**config.mk**
```make
export PLATFORM = sky130hd
export DESIGN_NAME = vz16_fetch_queue_flat
export DESIGN_NICKNAME = d
export VERILOG_FILES = /design/src/rtl/vz16_fetch_queue_if.sv /design/src/rtl/vz16_fetch_queue.sv /design/src/flat_wrapper.sv
export SDC_FILE = /design/constraint.sdc
export NUM_CORES = 1
export LEC_CHECK = 0
export BUFFER_PORTS_ARGS = -buffer_cell sky130_fd_sc_hd__clkbuf_2
export CORE_MARGIN = 1
export CORE_UTILIZATION = 63
export DETAILED_ROUTE_END_ITERATION = 10
export HOLD_SLACK_MARGIN = 0.05
export PLACE_DENSITY_LB_ADDON = 0.25
export RECOVER_POWER = 100
export SLEW_MARGIN = 10
export SYNTH_ARGS = -nofsm -noshare
export SYNTH_HDL_FRONTEND = slang
export SYNTH_SLANG_ARGS = --single-unit
export TNS_END_PERCENT = 10
```
**constraint.sdc**
```tcl
create_clock -name clk -period 7 [get_ports clk]
set_input_delay 0.7 -clock clk [delete_from_list [all_inputs] [get_ports clk]]
set_output_delay 0.7 -clock clk [all_outputs]
set_load 0.01 [all_outputs]
```
**src/rtl/vz16_fetch_queue_if.sv**
```systemverilog
// Handshake bundle shared by the VZ16 fetch queue, instruction memory and decoder.
// The master modport is the fetch queue; the slave modport is its environment.
interface vz16_fetch_queue_if;
    logic        imem_req_valid;
    logic [15:0] imem_req_addr;
    logic        imem_req_ready;
    logic        imem_rsp_valid;
    logic [15:0] imem_rsp_data;
    logic        redirect_valid;
    logic [15:0] redirect_pc;
    logic        dec_valid;
    logic [15:0] dec_inst;
    logic [15:0] dec_pc;
    logic        dec_ready;

    modport master (
        output imem_req_valid,
        output imem_req_addr,
        input  imem_req_ready,
        input  imem_rsp_valid,
        input  imem_rsp_data,
        input  redirect_valid,
        input  redirect_pc,
        output dec_valid,
        output dec_inst,
        output dec_pc,
        input  dec_ready
    );

    modport slave (
        input  imem_req_valid,
        input  imem_req_addr,
        output imem_req_ready,
        output imem_rsp_valid,
        output imem_rsp_data,
        output redirect_valid,
        output redirect_pc,
        input  dec_valid,
        input  dec_inst,
        input  dec_pc,
        output dec_ready
    );
endinterface

```
**src/rtl/vz16_fetch_queue.sv**
```systemverilog
// VZ16 instruction fetch front end: credit-limited sequential fetch into a PC-tagged
// FIFO feeding the decoder, with redirect flush and stale-response dropping.
module vz16_fetch_queue #(
    parameter int unsigned DEPTH    = 4,
    parameter logic [15:0] RESET_PC = 16'h0000
) (
    input logic                clk,
    input logic                rst_n,
    vz16_fetch_queue_if.master bus
);
    localparam int unsigned PW = $clog2(DEPTH);
    localparam int unsigned CW = PW + 1;
    localparam logic [CW:0] CREDIT_LIMIT = (CW + 1)'(DEPTH);

    logic          rst_n_q;
    logic [15:0]   fetchPc_q, fetchPc_d;
    logic [15:0]   rspPc_q, rspPc_d;
    logic [CW-1:0] count_q, count_d;
    logic [CW-1:0] outstanding_q, outstanding_d;
    logic [CW-1:0] dropCnt_q, dropCnt_d;
    logic [PW-1:0] wrPtr_q, wrPtr_d;
    logic [PW-1:0] rdPtr_q, rdPtr_d;
    logic [15:0]   instMem_q [DEPTH];
    logic [15:0]   pcMem_q   [DEPTH];

    logic          reqFire;
    logic          popFire;
    logic          pushEn;
    logic [CW:0]   creditUsed;

    // Buffered plus in-flight instructions may never exceed the FIFO size.
    assign creditUsed         = {1'b0, count_q} + {1'b0, outstanding_q};
    assign bus.imem_req_valid = rst_n_q && !bus.redirect_valid && (creditUsed < CREDIT_LIMIT);
    assign bus.imem_req_addr  = fetchPc_q;
    assign bus.dec_valid      = (count_q != '0) && !bus.redirect_valid;
    assign bus.dec_inst       = instMem_q[rdPtr_q];
    assign bus.dec_pc         = pcMem_q[rdPtr_q];

    assign reqFire = bus.imem_req_valid && bus.imem_req_ready;
    assign popFire = bus.dec_valid && bus.dec_ready;

    always_comb begin
        fetchPc_d     = fetchPc_q;
        rspPc_d       = rspPc_q;
        count_d       = count_q;
        dropCnt_d     = dropCnt_q;
        wrPtr_d       = wrPtr_q;
        rdPtr_d       = rdPtr_q;
        pushEn        = 1'b0;
        outstanding_d = outstanding_q + CW'(reqFire) - CW'(bus.imem_rsp_valid);

        if (bus.redirect_valid) begin
            // Everything still in flight from earlier requests must be thrown away.
            fetchPc_d = bus.redirect_pc;
            rspPc_d   = bus.redirect_pc;
            count_d   = '0;
            wrPtr_d   = '0;
            rdPtr_d   = '0;
            dropCnt_d = outstanding_q - CW'(bus.imem_rsp_valid);
        end else begin
            if (reqFire) begin
                fetchPc_d = fetchPc_q + 16'd1;
            end
            if (bus.imem_rsp_valid) begin
                if (dropCnt_q != '0) begin
                    dropCnt_d = dropCnt_q - CW'(1);
                end else begin
                    pushEn  = 1'b1;
                    rspPc_d = rspPc_q + 16'd1;
                end
            end
            if (pushEn) begin
                wrPtr_d = wrPtr_q + PW'(1);
            end
            if (popFire) begin
                rdPtr_d = rdPtr_q + PW'(1);
            end
            count_d = count_q + CW'(pushEn) - CW'(popFire);
        end
    end

    always_ff @(posedge clk) begin
        if (!rst_n) begin
            rst_n_q       <= 1'b0;
            fetchPc_q     <= RESET_PC;
            rspPc_q       <= RESET_PC;
            count_q       <= '0;
            outstanding_q <= '0;
            dropCnt_q     <= '0;
            wrPtr_q       <= '0;
            rdPtr_q       <= '0;
            for (int i = 0; i < int'(DEPTH); i++) begin
                instMem_q[i] <= '0;
                pcMem_q[i]   <= '0;
            end
        end else begin
            rst_n_q       <= 1'b1;
            fetchPc_q     <= fetchPc_d;
            rspPc_q       <= rspPc_d;
            count_q       <= count_d;
            outstanding_q <= outstanding_d;
            dropCnt_q     <= dropCnt_d;
            wrPtr_q       <= wrPtr_d;
            rdPtr_q       <= rdPtr_d;
            if (pushEn) begin
                instMem_q[wrPtr_q] <= bus.imem_rsp_data;
                pcMem_q[wrPtr_q]   <= rspPc_q;
            end
        end
    end
endmodule

```
**src/flat_wrapper.sv**
```systemverilog
// flat-port wrapper written by rule: the top's interface ports become plain ports
module vz16_fetch_queue_flat 
#(
    parameter int unsigned DEPTH    = 4,
    parameter logic [15:0] RESET_PC = 16'h0000
)
  (clk, rst_n, bus_imem_req_valid, bus_imem_req_addr, bus_imem_req_ready, bus_imem_rsp_valid, bus_imem_rsp_data, bus_redirect_valid, bus_redirect_pc, bus_dec_valid, bus_dec_inst, bus_dec_pc, bus_dec_ready);
  vz16_fetch_queue_if bus_i ();
  input logic clk;
  input logic rst_n;
  output wire logic [$bits(bus_i.imem_req_valid)-1:0] bus_imem_req_valid;
  output wire logic [$bits(bus_i.imem_req_addr)-1:0] bus_imem_req_addr;
  input wire logic [$bits(bus_i.imem_req_ready)-1:0] bus_imem_req_ready;
  input wire logic [$bits(bus_i.imem_rsp_valid)-1:0] bus_imem_rsp_valid;
  input wire logic [$bits(bus_i.imem_rsp_data)-1:0] bus_imem_rsp_data;
  input wire logic [$bits(bus_i.redirect_valid)-1:0] bus_redirect_valid;
  input wire logic [$bits(bus_i.redirect_pc)-1:0] bus_redirect_pc;
  output wire logic [$bits(bus_i.dec_valid)-1:0] bus_dec_valid;
  output wire logic [$bits(bus_i.dec_inst)-1:0] bus_dec_inst;
  output wire logic [$bits(bus_i.dec_pc)-1:0] bus_dec_pc;
  input wire logic [$bits(bus_i.dec_ready)-1:0] bus_dec_ready;
  assign bus_imem_req_valid = bus_i.imem_req_valid;
  assign bus_imem_req_addr = bus_i.imem_req_addr;
  assign bus_i.imem_req_ready = bus_imem_req_ready;
  assign bus_i.imem_rsp_valid = bus_imem_rsp_valid;
  assign bus_i.imem_rsp_data = bus_imem_rsp_data;
  assign bus_i.redirect_valid = bus_redirect_valid;
  assign bus_i.redirect_pc = bus_redirect_pc;
  assign bus_dec_valid = bus_i.dec_valid;
  assign bus_dec_inst = bus_i.dec_inst;
  assign bus_dec_pc = bus_i.dec_pc;
  assign bus_i.dec_ready = bus_dec_ready;
  vz16_fetch_queue #(.DEPTH(DEPTH), .RESET_PC(RESET_PC)) u_core (.clk(clk), .rst_n(rst_n), .bus(bus_i));
endmodule
```
==> flow_summary.yaml <==
timing:
  setup_repair_after_global_routing_missed_its_margin: "false"
  final_hold_viol_count: 0
  achievable-frequency_mhz: 209
  post-route-min-period_ns: 4.79
  fin_setup_tns_ns: 0
  timing.final.crit_share: 0.685
  skew_ns: 0.0134
  worst-slew-pin-transition_ns: 2.61
  timing.slew.headroom: -0.741
  setup_viol: 0
  whs_ns: 0.534
  report.final.slew_viol_count: 99
logic_synthesis:
  mean_post_synth_cell_area_um2: 13.1
  synth_common_cells: "edfxtp_1, and2_1, dfxtp_1, and3_1, clkbuf_1"
  area_share_of_the_largest_cell_type_after_synthesis: 0.476
  synth_enable_flop_cells: 128
  netlist-cell-type-count: 50
  asyncSetResetFlopFracSynth: 0
  yosys_warnings: 0
  synth.most_common_cell: "edfxtp_1"
  seq_total_area_yosys: 0.595
  synth_seq_cells: 176
  yosys.area.top_type: "edfxtp_1"
  synthesis.nets: 670
  ys.flop_type: "edfxtp_1"
  mappedNetlistArea_um2: 8080
  synth_top_cells_by_area: "edfxtp_1, dfxtp_1, mux4_2, and2_1, and3_1"
  synthCells: 618
power:
  seq_power_share: 0.503
  p_sw_uw: 544
  internal_power_uw: 1890
  switching_share: 0.224
  power.leakage_uw: 0.00337
  max-vdd-ir-drop_v: 0.000175
  power.combinational.fraction: 0.093
  p_per_area_nw_per_um2: 266
  clock_power_share: 0.404
  p_total_uw: 2430
grt:
  grtUsageTotal: 0.276
  vias_in_the_first_global_route: 5290
  grt_start_max_net_pins: 46
  antenna_found_initial: 0
  globalRouteOverflowTotal: 0
  grt_pass1_wl_um: 27200
critical_path:
  crit_path_frequent_cell: "clkbuf_1"
  timing.critical_path.fanout_max: 34
  startpoint_class: "input pin"
  critical_path.slowest_cell: "and2b_1"
  critical_path_required_ns: 7.07
  worst_path_largest_cell_delay_ns: 1.02
  critPathCaptureType: "flop"
  path_cells: "clkbuf_1, and2b_1, nand2_1, nor3b_1, clkbuf_1, nand2b_1, buf_4"
  cp_data_arrival_time_ns: 4.86
  critical_path_class: "input pin to flop"
clock_tree:
  cts.sinks: 176
  htreeDepth: 4
  cts_setup_buffers: 0
  cts_made_buffers: 17
  ctsLongestPathBuffers: 2
  cts_root_buf: "clkbuf_16"
  ctsResizeCount: 0
  tritoncts_clock_tree: "done"
  insertion_delay_ns: 0.43
  clkSlewWorstSetupHoldPaths_ns: 0.06
  cts_hold_repair.buffers: 0
placed_design:
  total_cell_area_at_the_placement_stage_um2: 8650
  detailed_place_hpwl_um: 10500
  finalWeightedCongestion: 0.867
  io_buffer_count: 87
worst_hold_path:
  hold_path_class: "flop to flop"
final_layout:
  final_area_um2: 9150
  layout-drive-gt1-share: 0.140
  antenna_cells: 0
  area_overhead_of_the_layout_relative_to_synthesis_pct: 13.2
  nNetsFinal: 741
  finish.utilization: 0.728
  fillers: 860
job:
  max_cap_viol_count: 3
floorplanning:
  die_height_um: 115
  core-area_um2: 12600
  start_util: 0.643
  total_i_o_pin_count: 88
  row_count: 41
  die_w_um: 115
  area_enclosed_by_the_die_boundary_um2: 13300
routing:
  firstDrtPassIters: 6
  num_vias: 5339
  drt_iter0_markers: 369
  drt_wl_total_um: 17000
  routed_wire_length_per_instance_um: 19.5
  routed_via_density: 6.13
  route.detailed.drc: 0
  antenna_violating_nets_left: 0
outcome:
  run_status: "complete, but fails checks"
  violations: "max-capacitance violations, max-slew violations"
==> per-layer routing <==
metal | vias to the layer above | wire, µm | GRT usage
met3 | 24 | 898 | 0.0496
met1 | 2646 | 7090 | 0.342
met4 | 0 | 263 | 0.106
met2 | 200 | 8710 | 0.485
met5 | - | 0 | 0
li1 | 2469 | - | -
==> per-stage QoR <==
| step | worst slack [ns] | cells |
|---|---|---|
| floorplan | 2.72 | 618 |
| global placement | 3.28 | 842 |
| detailed placement | 3.09 | 842 |
| CTS | 3.51 | 871 |
| global route | 1.80 | 871 |
| finish | 2.21 | 871 |
==> cells in the final DEF (no fill, tap or decap), types with 17 or more instances in the layout <==
cell type  count
clkbuf_16     17
a31oi_1       18
nand2_1       28
and3_1        38
dfxtp_1       47
clkbuf_1      59
and2_1        45
edfxtp_1     128
inv_1         17
and2_0        53
mux4_2        32
o21ai_0       18
clkbuf_2      36
==> state kept, by name (all words and copies together) (netlist names), named ones only <==
signal                    cells
u_core.dropCnt_q              3
u_core.rst_n_q                1
u_core.instMem_q             64
u_core.pcMem_q               64
u_core.outstanding_q          3
u_core.rspPc_q               16
u_core.bus.imem_req_addr     16
u_core.wrPtr_q                2
u_core.rdPtr_q                2
u_core.count_q                3
==> power groups by stage <==
stage                     clock, µW  combinational [µW]  sequential, µW
after global routing           1030                 252            1230
after global placement            0                 225            1240
after detailed placement          0                 233            1240
final                           982                 226            1220
after CTS                       990                 235            1220
after floorplan                   0                 160            1230
==> worst max-delay path: cells and delay by family <==
| family | cells | cell delay [ns] |
|---|---|---|
| buffers and inverters | 3 | 2.18 |
| AND/OR/NAND/NOR | 4 | 1.93 |
==> cell type report <==
cell class	instances	area (µm²)	share of cell area
Sequential cell	176	4810	0.525
Multi-Input combinational cell	381	3040	0.333
Clock buffer	19	433	0.0473
Timing Repair Buffer	96	417	0.0456
Tap cell	172	215	0.0235
Clock inverter	10	169	0.0185
Inverter	17	63.8	0.00698
==> worst paths after layout <==
check	end	slack, ns	startpoint	cells after the start
max	u_core.pcMem_q[2][10]	2.21	rst_n	7
min	u_core.bus.imem_req_addr[15]	0.53	u_core.bus.imem_req_addr[15]	2
max reg2reg	u_core.pcMem_q[2][10]	2.61	u_core.dropCnt_q[0]	9
min reg2reg	u_core.bus.imem_req_addr[15]	0.53	u_core.bus.imem_req_addr[15]	2
==> cells by family after synthesis <==
family	synth area share
AOI/OAI and AO/OA	0.0581
xor gates and xnor gates	0.0217
adders and majority gates	0.0235
buffers and inverters	0.0296
DFF	0.595
muxes	0.0917
and+or+nand+nor	0.181
No activity file was read; power rests on OpenSTA's default activity.
